--- config.mk ---
export PLATFORM = sky130hd
export DESIGN_NAME = fetch_queue
export DESIGN_NICKNAME = d
export VERILOG_FILES = /design/src/rtl/fetch_queue.sv
export SDC_FILE = /design/constraint.sdc
export NUM_CORES = 1
export LEC_CHECK = 0
export BUFFER_PORTS_ARGS = -buffer_cell sky130_fd_sc_hd__buf_2
export CAP_MARGIN = 10
export CORE_UTILIZATION = 40
export CTS_BUF_LIST = sky130_fd_sc_hd__clkbuf_8
export DETAILED_ROUTE_END_ITERATION = 12
export SYNTH_ARGS = -nofsm -noshare
export SYNTH_HDL_FRONTEND = slang
export SYNTH_SLANG_ARGS = --single-unit
--- constraint.sdc ---
create_clock -name clk -period 6.4 [get_ports clk]
set_clock_uncertainty 0.1 [all_clocks]
set_input_delay 0.32 -clock clk [delete_from_list [all_inputs] [get_ports clk]]
set_output_delay 0.32 -clock clk [all_outputs]
set_load 0.02 [all_outputs]
--- src/rtl/fetch_queue.sv ---
// fetch_queue
//   Instruction prefetch queue between instruction memory and decode.
//   Issues in-order fetch requests on a valid/ready port. Up to MAX_OUTSTANDING
//   requests may be in flight at once. Responses return in request order and are
//   buffered as {pc, pc+4, instr} entries in a DEPTH-entry circular queue. The
//   queue head is presented to decode with valid/ready. An execute-stage redirect
//   flushes the queue, restarts fetch at the target and discards the responses
//   that are still in flight.
//
// Ports
//   clk, rst          rising-edge clock, synchronous active-high reset
//   redirect_valid/pc taken branch/jump from execute and its target
//   imem_req_*        fetch request port (valid/ready, addr)
//   imem_rsp_*        in-order fetch response (valid, data)
//   dec_*             queue head to decode (valid/ready, pc, pc+4, instr)
//   count             current queue occupancy
module fetch_queue #(
    parameter int unsigned DATA_WIDTH      = 32,
    parameter int unsigned ADDRESS_WIDTH   = 32,
    parameter int unsigned DEPTH           = 4,
    parameter int unsigned MAX_OUTSTANDING = 2,
    parameter logic [ADDRESS_WIDTH-1:0] RESET_PC = '0
) (
    input  logic                     clk,
    input  logic                     rst,
    input  logic                     redirect_valid,
    input  logic [ADDRESS_WIDTH-1:0] redirect_pc,
    output logic                     imem_req_valid,
    input  logic                     imem_req_ready,
    output logic [ADDRESS_WIDTH-1:0] imem_req_addr,
    input  logic                     imem_rsp_valid,
    input  logic [DATA_WIDTH-1:0]    imem_rsp_data,
    output logic                     dec_valid,
    input  logic                     dec_ready,
    output logic [ADDRESS_WIDTH-1:0] dec_pc,
    output logic [ADDRESS_WIDTH-1:0] dec_pc_plus4,
    output logic [DATA_WIDTH-1:0]    dec_instr,
    output logic [$clog2(DEPTH):0]   count
);

    localparam int unsigned PTR_W = $clog2(DEPTH);
    localparam int unsigned CNT_W = $clog2(DEPTH) + 1;

    // Queue storage
    logic [ADDRESS_WIDTH-1:0] pc_mem    [DEPTH];
    logic [ADDRESS_WIDTH-1:0] pc4_mem   [DEPTH];
    logic [DATA_WIDTH-1:0]    instr_mem [DEPTH];

    logic [PTR_W-1:0]         wr_ptr;
    logic [PTR_W-1:0]         rd_ptr;
    logic [CNT_W-1:0]         occ;

    // Fetch-side state
    logic [ADDRESS_WIDTH-1:0] fetch_pc;     // next address to request
    logic [ADDRESS_WIDTH-1:0] rsp_pc;       // pc of the next response to be kept
    logic [CNT_W-1:0]         outstanding;  // accepted but unanswered requests
    logic [CNT_W-1:0]         drop_cnt;     // stale responses still to discard

    logic [CNT_W:0]           in_use;
    logic                     credit_ok;
    logic                     req_valid_int;
    logic                     req_fire;
    logic                     rsp_fire;
    logic                     head_valid;
    logic                     pop;
    logic                     push;

    // A slot is reserved for every outstanding request, so a response can
    // always be pushed without back-pressure on the response path.
    always_comb begin
        in_use        = {1'b0, occ} + {1'b0, outstanding};
        credit_ok     = (in_use < (CNT_W + 1)'(DEPTH))
                        && (outstanding < CNT_W'(MAX_OUTSTANDING));
        req_valid_int = !rst && !redirect_valid && credit_ok;
        req_fire      = req_valid_int && imem_req_ready;
        rsp_fire      = imem_rsp_valid && (outstanding != '0);
        head_valid    = (occ != '0);
        pop           = !rst && !redirect_valid && head_valid && dec_ready;
        push          = rsp_fire && !redirect_valid && (drop_cnt == '0);
    end

    // Outputs are forced to zero while reset is asserted.
    always_comb begin
        imem_req_valid = req_valid_int;
        imem_req_addr  = rst ? '0 : fetch_pc;
        dec_valid      = !rst && !redirect_valid && head_valid;
        dec_pc         = rst ? '0 : pc_mem[rd_ptr];
        dec_pc_plus4   = rst ? '0 : pc4_mem[rd_ptr];
        dec_instr      = rst ? '0 : instr_mem[rd_ptr];
        count          = rst ? '0 : occ;
    end

    always_ff @(posedge clk) begin
        if (rst) begin
            fetch_pc    <= RESET_PC;
            rsp_pc      <= RESET_PC;
            outstanding <= '0;
            drop_cnt    <= '0;
            wr_ptr      <= '0;
            rd_ptr      <= '0;
            occ         <= '0;
            for (int unsigned i = 0; i < DEPTH; i++) begin
                pc_mem[i]    <= '0;
                pc4_mem[i]   <= '0;
                instr_mem[i] <= '0;
            end
        end else if (redirect_valid) begin
            // Every request still unanswered after this edge belongs to the
            // old path; a response arriving now is discarded as well.
            fetch_pc    <= redirect_pc;
            rsp_pc      <= redirect_pc;
            drop_cnt    <= outstanding - CNT_W'(rsp_fire);
            outstanding <= outstanding - CNT_W'(rsp_fire);
            wr_ptr      <= '0;
            rd_ptr      <= '0;
            occ         <= '0;
        end else begin
            if (req_fire) begin
                fetch_pc <= fetch_pc + ADDRESS_WIDTH'(4);
            end

            if (rsp_fire && (drop_cnt != '0)) begin
                drop_cnt <= drop_cnt - CNT_W'(1);
            end

            if (push) begin
                pc_mem[wr_ptr]    <= rsp_pc;
                pc4_mem[wr_ptr]   <= rsp_pc + ADDRESS_WIDTH'(4);
                instr_mem[wr_ptr] <= imem_rsp_data;
                wr_ptr            <= wr_ptr + PTR_W'(1);
                rsp_pc            <= rsp_pc + ADDRESS_WIDTH'(4);
            end

            if (pop) begin
                rd_ptr <= rd_ptr + PTR_W'(1);
            end

            occ         <= occ + CNT_W'(push) - CNT_W'(pop);
            outstanding <= outstanding + CNT_W'(req_fire) - CNT_W'(rsp_fire);
        end
    end

endmodule
Word-level counts from Yosys, hierarchy flattened
Memories as Yosys holds them, arrays and structs flattened. A register that Yosys moved wholly into a read port is not among the register bits.
Index checks and enable logic that the tools add are counted.

word-level totals
  bits in registers = 77
  bits in writable memories = 384
  input port bits = 70
  output and inout bits = 133
  word-level logic and storage cells = 79
  memories kept = 3

operators by class
  $add $sub $neg = 11
  magnitude comparators = 2
  muxes and demuxes = 33
  reduce and logical (&&, ||, !) cells = 23

memories
  memory     depth  width  read ports  clocked after Yosys merged registers in  write ports  RTL line  text
  instr_mem  4      32     1           1                                        4            47        logic [DATA_WIDTH-1:0] instr_mem [DEPTH];
  pc4_mem    4      32     1           1                                        4            46        logic [ADDRESS_WIDTH-1:0] pc4_mem [DEPTH];
  pc_mem     4      32     1           1                                        4            45        logic [ADDRESS_WIDTH-1:0] pc_mem [DEPTH];

operators with widths
  operator                                                    number
  2-to-1 mux 32 bit                                           11
  OR reduction 32 bit                                         3
  adder 32 x 3 -> 32 bit, second input constant               2
  2-to-1 mux 2 bit                                            9
  2-to-1 mux 3 bit                                            4
  logical AND 1 bit                                           10
  2-to-1 mux 1 bit                                            9
  nonzero test 3 bit                                          3
  subtractor 3 x 1 -> 3 bit                                   3
  adder 3 x 1 -> 3 bit                                        2
  nonzero test 2 bit                                          3
  adder 2 x 1 -> 2 bit, second input constant                 2
  adder 3 x 3 -> 4 bit                                        1
  less-than comparator 4 x 3 -> 1 bit, second input constant  1
  zero test 3 bit                                             1
  less-than comparator 3 x 2 -> 1 bit, second input constant  1
  subtractor 3 x 1 -> 3 bit, second input constant            1
  zero test 1 bit                                             2
  OR reduction 2 bit                                          1

Longest topological paths before layout
Gate-level depths: netlist of the first run.

  depth in word-level cells = 10
  gate-level depth with buffers = 14
  gate-level depth less buffers = 12

Worst setup path before layout of the first run
OpenSTA, ideal clock, no wires.

  kind = input to register
  start = in redirect_valid
  end = mem instr_mem[1][0] (enable)
  setup time = 0.468 ns
  arrival = 3.496 ns
  data required time = 5.832 ns
  setup slack = 2.336 ns
  cell stages on the path = 5
  path buffers = 2
  cell sequence = buf_2 -> or2_2 -> or3_1 -> clkbuf_1 -> nand2b_1

RTL lines
  what         RTL line  text
  from (decl)  26        input logic redirect_valid,
  to (decl)    47

==> flow_summary.yaml, run 1 <==
status:
  status: "completed"
floorplan:
  dieHeight_microns: 234
  die_w_microns: 234
  row_count: 84
  core_area_sq_um: 52900
  io_pins: 203
  start_util: 0.407
  dieArea_sq_um: 54700
finish:
  syn2layout_area_growth_pct: 16.7
  drive_gt1_frac: 0.219
  nets: 2014
timing:
  rsz0062_at_grt: "no"
  maxSlewViolCount: 0
  post-route-min-period_ps: 4010
  max_slew_margin: 0.301
  post-route-period-util: 0.627
  setup_viol: 0
  clock.fmax_mhz: 249
  worstMarginPinSlew_ps: 1050
  final_hold_viol_count: 0
  fin_setup_tns_ps: 0
global_routing:
  grt_pass1_wl_microns: 86400
  grt-ovfl-total: 0
  antenna_found_initial: 2
  grt_pass1_vias: 14500
  groute.usage.overall: 0.211
  grt_max_degree: 82
pwr:
  pwr-share-clk: 0.361
  netSwitchingPower_w: 0.00174
  internal_power_w: 0.00494
  peakVddDrop_mv: 0.124
  leakage_nw: 9.55
  total_power_w: 0.00668
  power_density_nw_per_um2: 266
  pwr-share-comb: 0.118
  switching_share: 0.261
  seqPwrFrac: 0.521
placed_design:
  dp_hpwl_microns: 35400
  gp_congestion: 0.837
  io_buffers: 202
worst_setup_path:
  critical_path_required_ps: 6540
  worstSetupStartpointType: "register"
  cpPeakStageDelay_ps: 780
  crit_family: "simple AND/OR/NAND/NOR gates"
  cp_max_fo: 51
  critPathLaunch: "drop_cnt[0]"
  cp_data_arrival_time_ps: 4150
  crit_path_end_kind: "register"
  cp_common_cell: "buf_4"
  reg2reg_from: "drop_cnt[0]"
  path_buf_inv: 3
  crit_chain: "inv_1, ha_1, and3b_1, nand2_1, or3_1, buf_4, nand2b_4, buf_4"
  worstSetupPathType: "reg2reg"
  slowest_stage: "buf_4"
clock_network:
  cts_hold_buf: 64
  cts_max_path_buffers: 3
  clock-sinks: 455
  cts_tree: "done"
  cts_root_buf: "clkbuf_8"
  clk_pin_slew_worst_paths_ps: 60
  insertion_delay_ps: 630
  ctsResizeCount: 0
  htreeDepth: 3
  cts_setup_buffers: 0
  cts_buffers: 76
yosys:
  synth.largest_area_cell: "edfxtp_1"
  syn_inst: 1700
  ys.warnings.count: 0
  syn_area_per_cell_sq_um: 12.6
  netlist_top_cells_area: "edfxtp_1 53%, mux4_2 9.8%, dfxtp_1 7.4%"
  synth_edf_count: 376
  syn_nets: 1785
  yosysSeqAreaShare: 0.599
  synthArstFlopShare: 0
  synth.top_cell.area_share: 0.525
  ys.flop_type: "edfxtp_1"
  yosys_register_bits: 455
  synth_cell_types: 62
  synth_area_sq_um: 21500
routing:
  dr.pass1.iters: 7
  ant_nets: 0
  num_vias: 14200
  wl_per_cell_microns: 21.3
  drt_iter0_markers: 1099
  drc: 0
  vias_per_cell: 5.33
  wl_microns: 57000
job:
  cap_violations: 0
hold_path:
  min_path_type: "in2reg"
  hp-start: "redirect_pc[18]"
## stage by stage
stage / std cells / worst slack, ps / hold slack, ps / instance area, sq um / utilization
after floorplan: 1700 / 2340 / 332 / 21500 / -
after global placement: 2475 / 2460 / 339 / 23100 / 0.436
final: 2672 / 2390 / 53.2 / 25100 / 0.475
after detailed placement: 2475 / 2420 / 346 / 23100 / 0.436
after global routing: 2671 / 2150 / 65.2 / 25100 / 0.475
after CTS: 2670 / 2360 / 9.88 / 25100 / 0.475
## layout by cell type (no fill, tap or decap), types with 4 or more instances in the layout
cell and n:
dlygate4sd3_1 64, nand2_1 60, nor2_1 196, o21ai_0 16
a21boi_0 13, a211oi_1 9, clkinv_1 8, ha_1 13
clkbuf_8 84, nand2b_1 8, and2_1 184, nor2_4 5
a21o_1 5, or3_1 8, a21oi_1 26, or4_1 4
xor2_1 24, or2_2 6, nor3_1 17, a31oi_1 20
edfxtp_1 376, dfxtp_1 77, nand3_1 26, clkinv_2 4
inv_1 70, buf_2 201, xnor2_1 39, and3_1 66
mux4_2 94, nor2b_1 124, o31a_1 7, buf_4 24
nor4_1 12, nand4_1 28, o211ai_1 7, and4_1 11
## flip-flops by register name, indices dropped and copies added, names as in the netlist, 3 cells and up, named ones only
signal	flops
outstanding	3
pc4_mem	122
fetch_pc	32
drop_cnt	3
rsp_pc	32
occ	3
pc_mem	126
instr_mem	128
## power groups by stage
| stage | sequential [W] | combinational, W | clock [W] |
|---|---|---|---|
| final | 0.00348 | 0.000790 | 0.00241 |
| after global placement | 0.00353 | 0.000750 | 0 |
| after CTS | 0.00348 | 0.000794 | 0.00246 |
| after detailed placement | 0.00354 | 0.000758 | 0 |
| after global routing | 0.00350 | 0.000860 | 0.00259 |
| after floorplan | 0.00349 | 0.000522 | 0 |
## final timing paths
kind                      end  slack (ps)  depth (start not counted)
max          instr_mem[1][17]        2390                          8
min              fetch_pc[18]          50                          4
max reg2reg  instr_mem[1][17]        2390                          8
min reg2reg       fetch_pc[0]         360                          2
## metal layers
layer	share of wire	GRT usage	wire [microns]	up-vias
li1	-	-	-	6587
met1	0.44	0.292	25300	7074
met2	0.48	0.342	27200	491
met3	0.060	0.0339	3430	75
met4	0.020	0.0664	1120	2
met5	0.00023	0	13	-
## worst reg2reg max path, stage by stage (launching register included)
cell,delay (ps)
dfxtp_1,320
inv_1,90
ha_1,210
and3b_1,190
nand2_1,490
or3_1,540
buf_4,280
nand2b_4,600
buf_4,790
## logic make-up (layout without fill, tap and decap cells)
group                    after synthesis  in the layout  synth area share
AO/OA/AOI/OAI                        121            121            0.0377
XOR/XNOR                              63             63            0.0257
adder cells (fa/ha/maj)               15             15           0.00943
buffers and inverters                179            461            0.0336
flip-flops                           455            455             0.599
multiplexers                          96             96            0.0995
other                                  0              2                 0
AND/OR/NAND/NOR                      771            771             0.195
## area by class of cell
type,instances,area [sq um]
fillers,4738,27800
well taps,688,861
clock buffers,84,1160
inverters,40,155
multi-input cells,1066,7970
clock inverters,47,238
repair buffers,290,1840
diodes,2,5.00
flip-flops and latches,455,12900
## cell usage after synthesis (all sizes together), types with 9 or more instances
library cell / number
clkbuf: 104
nand2b: 11
and2: 184
nor4: 12
a21oi: 26
dfxtp: 79
nand3: 26
and4: 11
ha: 13
a21boi: 13
a211oi: 9
buf: 35
nor2b: 124
nor2: 201
a31oi: 20
mux4: 94
o21ai: 16
inv: 39
nand2: 60
nand4: 28
xor2: 24
and3: 66
edfxtp: 376
xnor2: 39
nor3: 18
Note: power is estimated with default switching activity, not from simulation.
==> run 2: changes to the inputs <==
ABC_AREA = 1   (was default)
clock period = 3.8 ns   (was 6.4 ns; I/O delays follow)
==> run 2 against run 1 <==
Utilization up 0.84 points. Power up 73%. Hold slack better by 200 ps. First-iteration DRC count up 23%. Clock power up 84%. Global-route usage up 2.9 points. Sequential power up 67%. Via count up 27%. Non-clock buffer count up 16. Cell count up 32%. Highest routed layer is now met4.
==> flow_summary.yaml, run 2 <==
timing:
  clock.fmax_mhz: 332
  rsz0062_at_grt: "no"
  max_slew_margin: 0.303
  fin_setup_tns_ps: 0
  maxSlewViolCount: 0
  post-route-period-util: 0.794
  post-route-min-period_ps: 3020
  final_hold_viol_count: 0
  setup_viol: 0
  worstMarginPinSlew_ps: 1050
global_routing:
  grt_most_used_layer: "met2"
  antenna_found_initial: 1
  grt_pass1_vias: 17600
  grt_pass1_wl_microns: 102000
  groute.usage.overall: 0.240
  grt-ovfl-total: 0
  grt_max_degree: 141
  grt_use_met1: 0.321
  grt_util_met2: 0.398
  grt_use_met3: 0.0344
yosys:
  synth.top_cell.area_share: 0.521
  syn_inst: 2507
  synth_cell_types: 40
  ys.flop_type: "edfxtp_1"
  synth.area.mux_share: 0
  ys.warnings.count: 0
  synth_compound_area_frac: 0.0902
  synth_xor_area_frac: 0.00888
  netlist_top_cells_area: "edfxtp_1 52%, nor2_1 14%, dfxtp_1 7.3%"
  yosys.cell_count.top_type: "nor2_1"
  synth_top_family_by_area: "simple AND/OR/NAND/NOR gates"
  yosysSeqAreaShare: 0.594
  yosys.area_share.simple: 0.231
  synthArstFlopShare: 0
  syn_area_per_cell_sq_um: 8.65
  synth.largest_area_cell: "edfxtp_1"
  ys_top_cells_by_count: "806 x nor2_1, 376 x edfxtp_1, 360 x nand2_1"
  synth_edf_count: 376
  synth_fa_ha_area_frac: 0.00935
  syn_nets: 2592
  synth_area_sq_um: 21700
  yosys_register_bits: 455
pwr:
  power_density_nw_per_um2: 450
  leakage_nw: 10.8
  peakVddDrop_mv: 0.237
clock_network:
  insertion_delay_ps: 690
  cts_hold_buf: 70
  cts_root_buf: "clkbuf_8"
  cts_tree: "done"
  cts_max_path_buffers: 3
  cts_setup_buffers: 0
  htreeDepth: 3
  clk_pin_slew_worst_paths_ps: 60
  clock-sinks: 455
  ctsResizeCount: 0
  cts_buffers: 80
finish:
  mostFrequentLayoutCells: "806 x nor2_1, 376 x edfxtp_1, 357 x nand2_1"
  top_register: "instr_mem"
  drive_gt1_frac: 0.135
  final_common_cell: "nor2_1"
  fin_cells: 3514
  largest_register_ffs: 128
  diodes: 0
  syn2layout_area_growth_pct: 18.3
  nets: 2843
  reg_top3: "instr_mem x128, pc_mem x126, pc4_mem x122"
worst_setup_path:
  cp_max_fo: 57
  crit_chain: "inv_4, buf_4, o21ai_0, a21oi_1, buf_2"
  worstSetupPathType: "reg2out"
  crit_family: "buffers and inverters"
  cp_data_arrival_time_ps: 2730
  worstSetupStartpointType: "register"
  slowest_stage: "buf_4"
  path_buf_inv: 3
  critical_path_required_ps: 3510
  cpPeakStageDelay_ps: 560
  crit_path_end_kind: "output port"
placed_design:
  dp_hpwl_microns: 41200
  io_buffers: 202
  gp_congestion: 0.912
  dp.cells: 3294
floorplan:
  core_area_sq_um: 53100
  dieArea_sq_um: 55200
  io_pins: 203
  start_util: 0.409
  dieHeight_microns: 235
  row_count: 84
  die_w_microns: 235
routing:
  wl_microns: 67100
  drc: 0
  num_vias: 18000
  ant_nets: 0
  wl_per_cell_microns: 19.1
  vias_per_cell: 5.12
  drt_iter0_markers: 1348
  dr.pass1.iters: 5
status:
  status: "completed"
job:
  cap_violations: 0
hold_path:
  min_path_type: "in2reg"
==> run 2: cell types whose count changed in the layout (fill, tap and decap cells not counted), moves of 14 or more <==
| cell | previous run | this run |
|---|---|---|
| nand2_1 | 60 | 357 |
| nand4_1 | 28 | 11 |
| o21ai_1 | 0 | 16 |
| nor2_1 | 196 | 806 |
| a31oi_1 | 20 | 6 |
| a21oi_1 | 26 | 118 |
| o21ai_0 | 16 | 227 |
| mux4_2 | 94 | 0 |
| inv_1 | 70 | 240 |
| nand3_1 | 26 | 63 |
| and3_1 | 66 | 1 |
| and2_1 | 184 | 0 |
| xnor2_1 | 39 | 3 |
| nor2b_1 | 124 | 0 |
==> run 2: layout make-up <==
class | instances | area [sq um]
flip-flops and latches | 455 | 12900
well taps | 688 | 861
repair buffers | 306 | 2120
fillers | 5080 | 27400
clock inverters | 63 | 357
clock buffers | 87 | 1200
inverters | 224 | 843
multi-input cells | 1691 | 7390
==> run 2: metal layers <==
layer,share of wire,vias up
li1,-,8665
met1,0.43,8590
met2,0.48,650
met3,0.067,97
met4,0.024,0
met5,0,-
==> run 2: path summary, 6_finish.rpt <==
kind | from | slack [ps] | depth (start not counted) | end
max | register | 780 | 5 | dec_pc[31]
min | redirect_pc[0] | 260 | 4 | fetch_pc[0]
max reg2reg | outstanding[1] | 1010 | 14 | outstanding[2]
min reg2reg | fetch_pc[1] | 400 | 2 | fetch_pc[1]
==> run 2: worst register-to-register path, stage by stage (launching register included) <==
cell	delay [ps]
dfxtp_1	310
inv_1	180
ha_1	190
inv_1	40
nor2_1	100
nand2_2	70
nor2_2	150
nand2_2	220
ha_1	350
inv_1	40
ha_1	190
fa_1	380
xnor2_1	190
nand2_1	80
a21oi_1	150
==> run 2: where the power goes <==
| group | leakage, nW | internal, W | switching (W) |
|---|---|---|---|
| registers | 4.54 | 0.00566 | 0.000159 |
| logic | 5.40 | 0.000410 | 0.000873 |
| clock network | 0.902 | 0.00228 | 0.00215 |
| total | 10.8 | 0.00835 | 0.00318 |
==> run 2: kinds of logic (layout without fill, tap and decap cells) <==
kind of cell    after synthesis  after routing
simple gates               1273           1273
flops                       455            455
compound gates              381            381
buf+inv                     361            680
xor+xnor                     22             22
fa+ha+maj                    15             15
==> run 2: through the flow <==
| step | util | area, sq um | hold WS (ps) | total power (W) | setup slack, ps |
|---|---|---|---|---|---|
| after floorplan | - | 21700 | 214 | 0.00668 | 677 |
| after global placement | 0.441 | 23400 | 379 | 0.00713 | 973 |
| after detailed placement | 0.441 | 23400 | 373 | 0.00715 | 887 |
| after CTS | 0.483 | 25600 | 177 | 0.0116 | 767 |
| after global routing | 0.483 | 25600 | 270 | 0.0120 | 653 |
| final | 0.483 | 25600 | 255 | 0.0115 | 784 |
==> run 3: changes to the inputs <==
clock period = 3.1 ns   (was 3.8 ns; I/O delays follow)
==> run 3 against run 2 <==
Final area is 0.75% higher. Via count is 1.0% higher. Die area stayed put. Non-clock buffer count is 20 higher. Utilization is 0.36 points higher. Worst setup slack worse by 410 ps. Combinational power is 25% higher. First-iteration DRC count is 14% higher. Sequential power is 22% higher.
==> flow_summary.yaml, run 3 (same netlist as run 2, synthesis figures left out) <==
routing:
  num_vias: 18200
  ant_nets: 0
  dr.pass1.iters: 6
  wl_per_cell_microns: 18.8
  drt_iter0_markers: 1535
  wl_microns: 66300
  drc: 0
  vias_per_cell: 5.15
worst_setup_path:
  critical_path_required_ps: 2840
  cpPeakStageDelay_ps: 410
  cp_max_fo: 90
  crit_chain: "inv_4, buf_12, o21ai_0, a21oi_1, buf_2"
  worstSetupStartpointType: "register"
  worstSetupPathType: "reg2out"
  crit_path_end_kind: "output port"
  slowest_stage: "dfxtp_4"
  cp_data_arrival_time_ps: 2470
finish:
  largest_register_ffs: 128
  diodes: 0
  top_register: "instr_mem"
  final_common_cell: "nor2_1"
  drive_gt1_frac: 0.140
  reg_top3: "instr_mem x128, pc_mem x126, pc4_mem x122"
  nets: 2865
  fill_cells: 5046
  finish.utilization: 0.487
  mostFrequentLayoutCells: "805 x nor2_1, 376 x edfxtp_1, 356 x nand2_1"
  fin_area_sq_um: 25800
  syn2layout_area_growth_pct: 19.1
timing:
  post-route-period-util: 0.880
  setup_viol: 0
  max_slew_margin: 0.391
  hold_slack_ps: 224
  clock.fmax_mhz: 366
  post-route-min-period_ps: 2730
  rsz0062_at_grt: "no"
  maxSlewViolCount: 0
  worstMarginPinSlew_ps: 914
  final_hold_viol_count: 0
  fin_setup_tns_ps: 0
clock_network:
  cts_max_path_buffers: 3
  cts_tree: "done"
  clock-sinks: 455
  cts_root_buf: "clkbuf_8"
  htreeDepth: 3
  clk_pin_slew_worst_paths_ps: 60
  cts_setup_buffers: 0
  ctsResizeCount: 0
  cts_buffers: 82
  insertion_delay_ps: 670
pwr:
  power_density_nw_per_um2: 546
  leakage_nw: 10.9
  peakVddDrop_mv: 0.265
global_routing:
  grt_pass1_vias: 17600
  groute.usage.overall: 0.238
  grt_pass1_wl_microns: 101000
  grt_max_degree: 99
  grt-ovfl-total: 0
  antenna_found_initial: 2
status:
  status: "completed"
job:
  cap_violations: 0
placed_design:
  dpl-instance-area_sq_um: 23500
  io_buffers: 202
  gp_congestion: 0.937
  dp_hpwl_microns: 41800
floorplan:
  start_util: 0.409
  row_count: 84
  die_w_microns: 235
  dieHeight_microns: 235
  dieArea_sq_um: 55200
  core_area_sq_um: 53100
  io_pins: 203
hold_path:
  min_path_type: "in2reg"
## run 3: path summary, 6_finish.rpt
| check | startpoint | slack, ps | depth (start not counted) | to |
|---|---|---|---|---|
| setup / recovery | register | 370 | 5 | dec_pc_plus4[7] |
| hold / removal | redirect_pc[18] | 220 | 4 | rsp_pc[18] |
| setup reg to reg | fetch_pc[2] | 430 | 9 | fetch_pc[30] |
| hold reg to reg | rd_ptr[1] | 400 | 1 | rd_ptr[1] |
## run 3: area by class of cell
type / instances / area, sq um / area share
Sequential cell: 455 / 12900 / 0.498
Clock inverter: 59 / 304 / 0.0118
Inverter: 224 / 845 / 0.0327
Multi-Input combinational cell: 1691 / 7390 / 0.286
Clock buffer: 90 / 1240 / 0.0479
Tap cell: 688 / 861 / 0.0333
Timing Repair Buffer: 326 / 2320 / 0.0898
## run 3: per-stage QoR
step           setup WS, ps  power, W  instances
2_1_floorplan          21.3   0.00819       2507
3_3_place_gp            599   0.00875       3309
3_5_place_dp            536   0.00877       3309
4_1_cts                 316    0.0142       3533
5_1_grt                 221    0.0147       3533
6_report                371    0.0141       3533
## run 3: metal layers
metal | vias to the layer above | part of all wire | GRT usage
met5 | - | 0.00020 | 0
met4 | 2 | 0.023 | 0.0831
met3 | 87 | 0.071 | 0.0442
met2 | 704 | 0.47 | 0.396
met1 | 8682 | 0.43 | 0.311
li1 | 8708 | - | -
## run 3: timing repair
| action | in CTS | in global routing |
|---|---|---|
| endpoints found under the hold margin | 207 | 0 |
| hold buffers | 75 | 0 |
| setup endpoints to repair | 0 | 0 |
## run 3: critical path, delay by kind of cell, from the launching register on
kind	cells	cell delay, ps
AOI/OAI and AO/OA	2	470
buffers and inverters	3	890
DFF	1	410
## run 3: power breakdown
| part | internal (W) | total, W | switching, W |
|---|---|---|---|
| clock network | 0.00283 | 0.00538 | 0.00255 |
| logic | 0.000523 | 0.00160 | 0.00108 |
| registers | 0.00694 | 0.00712 | 0.000179 |
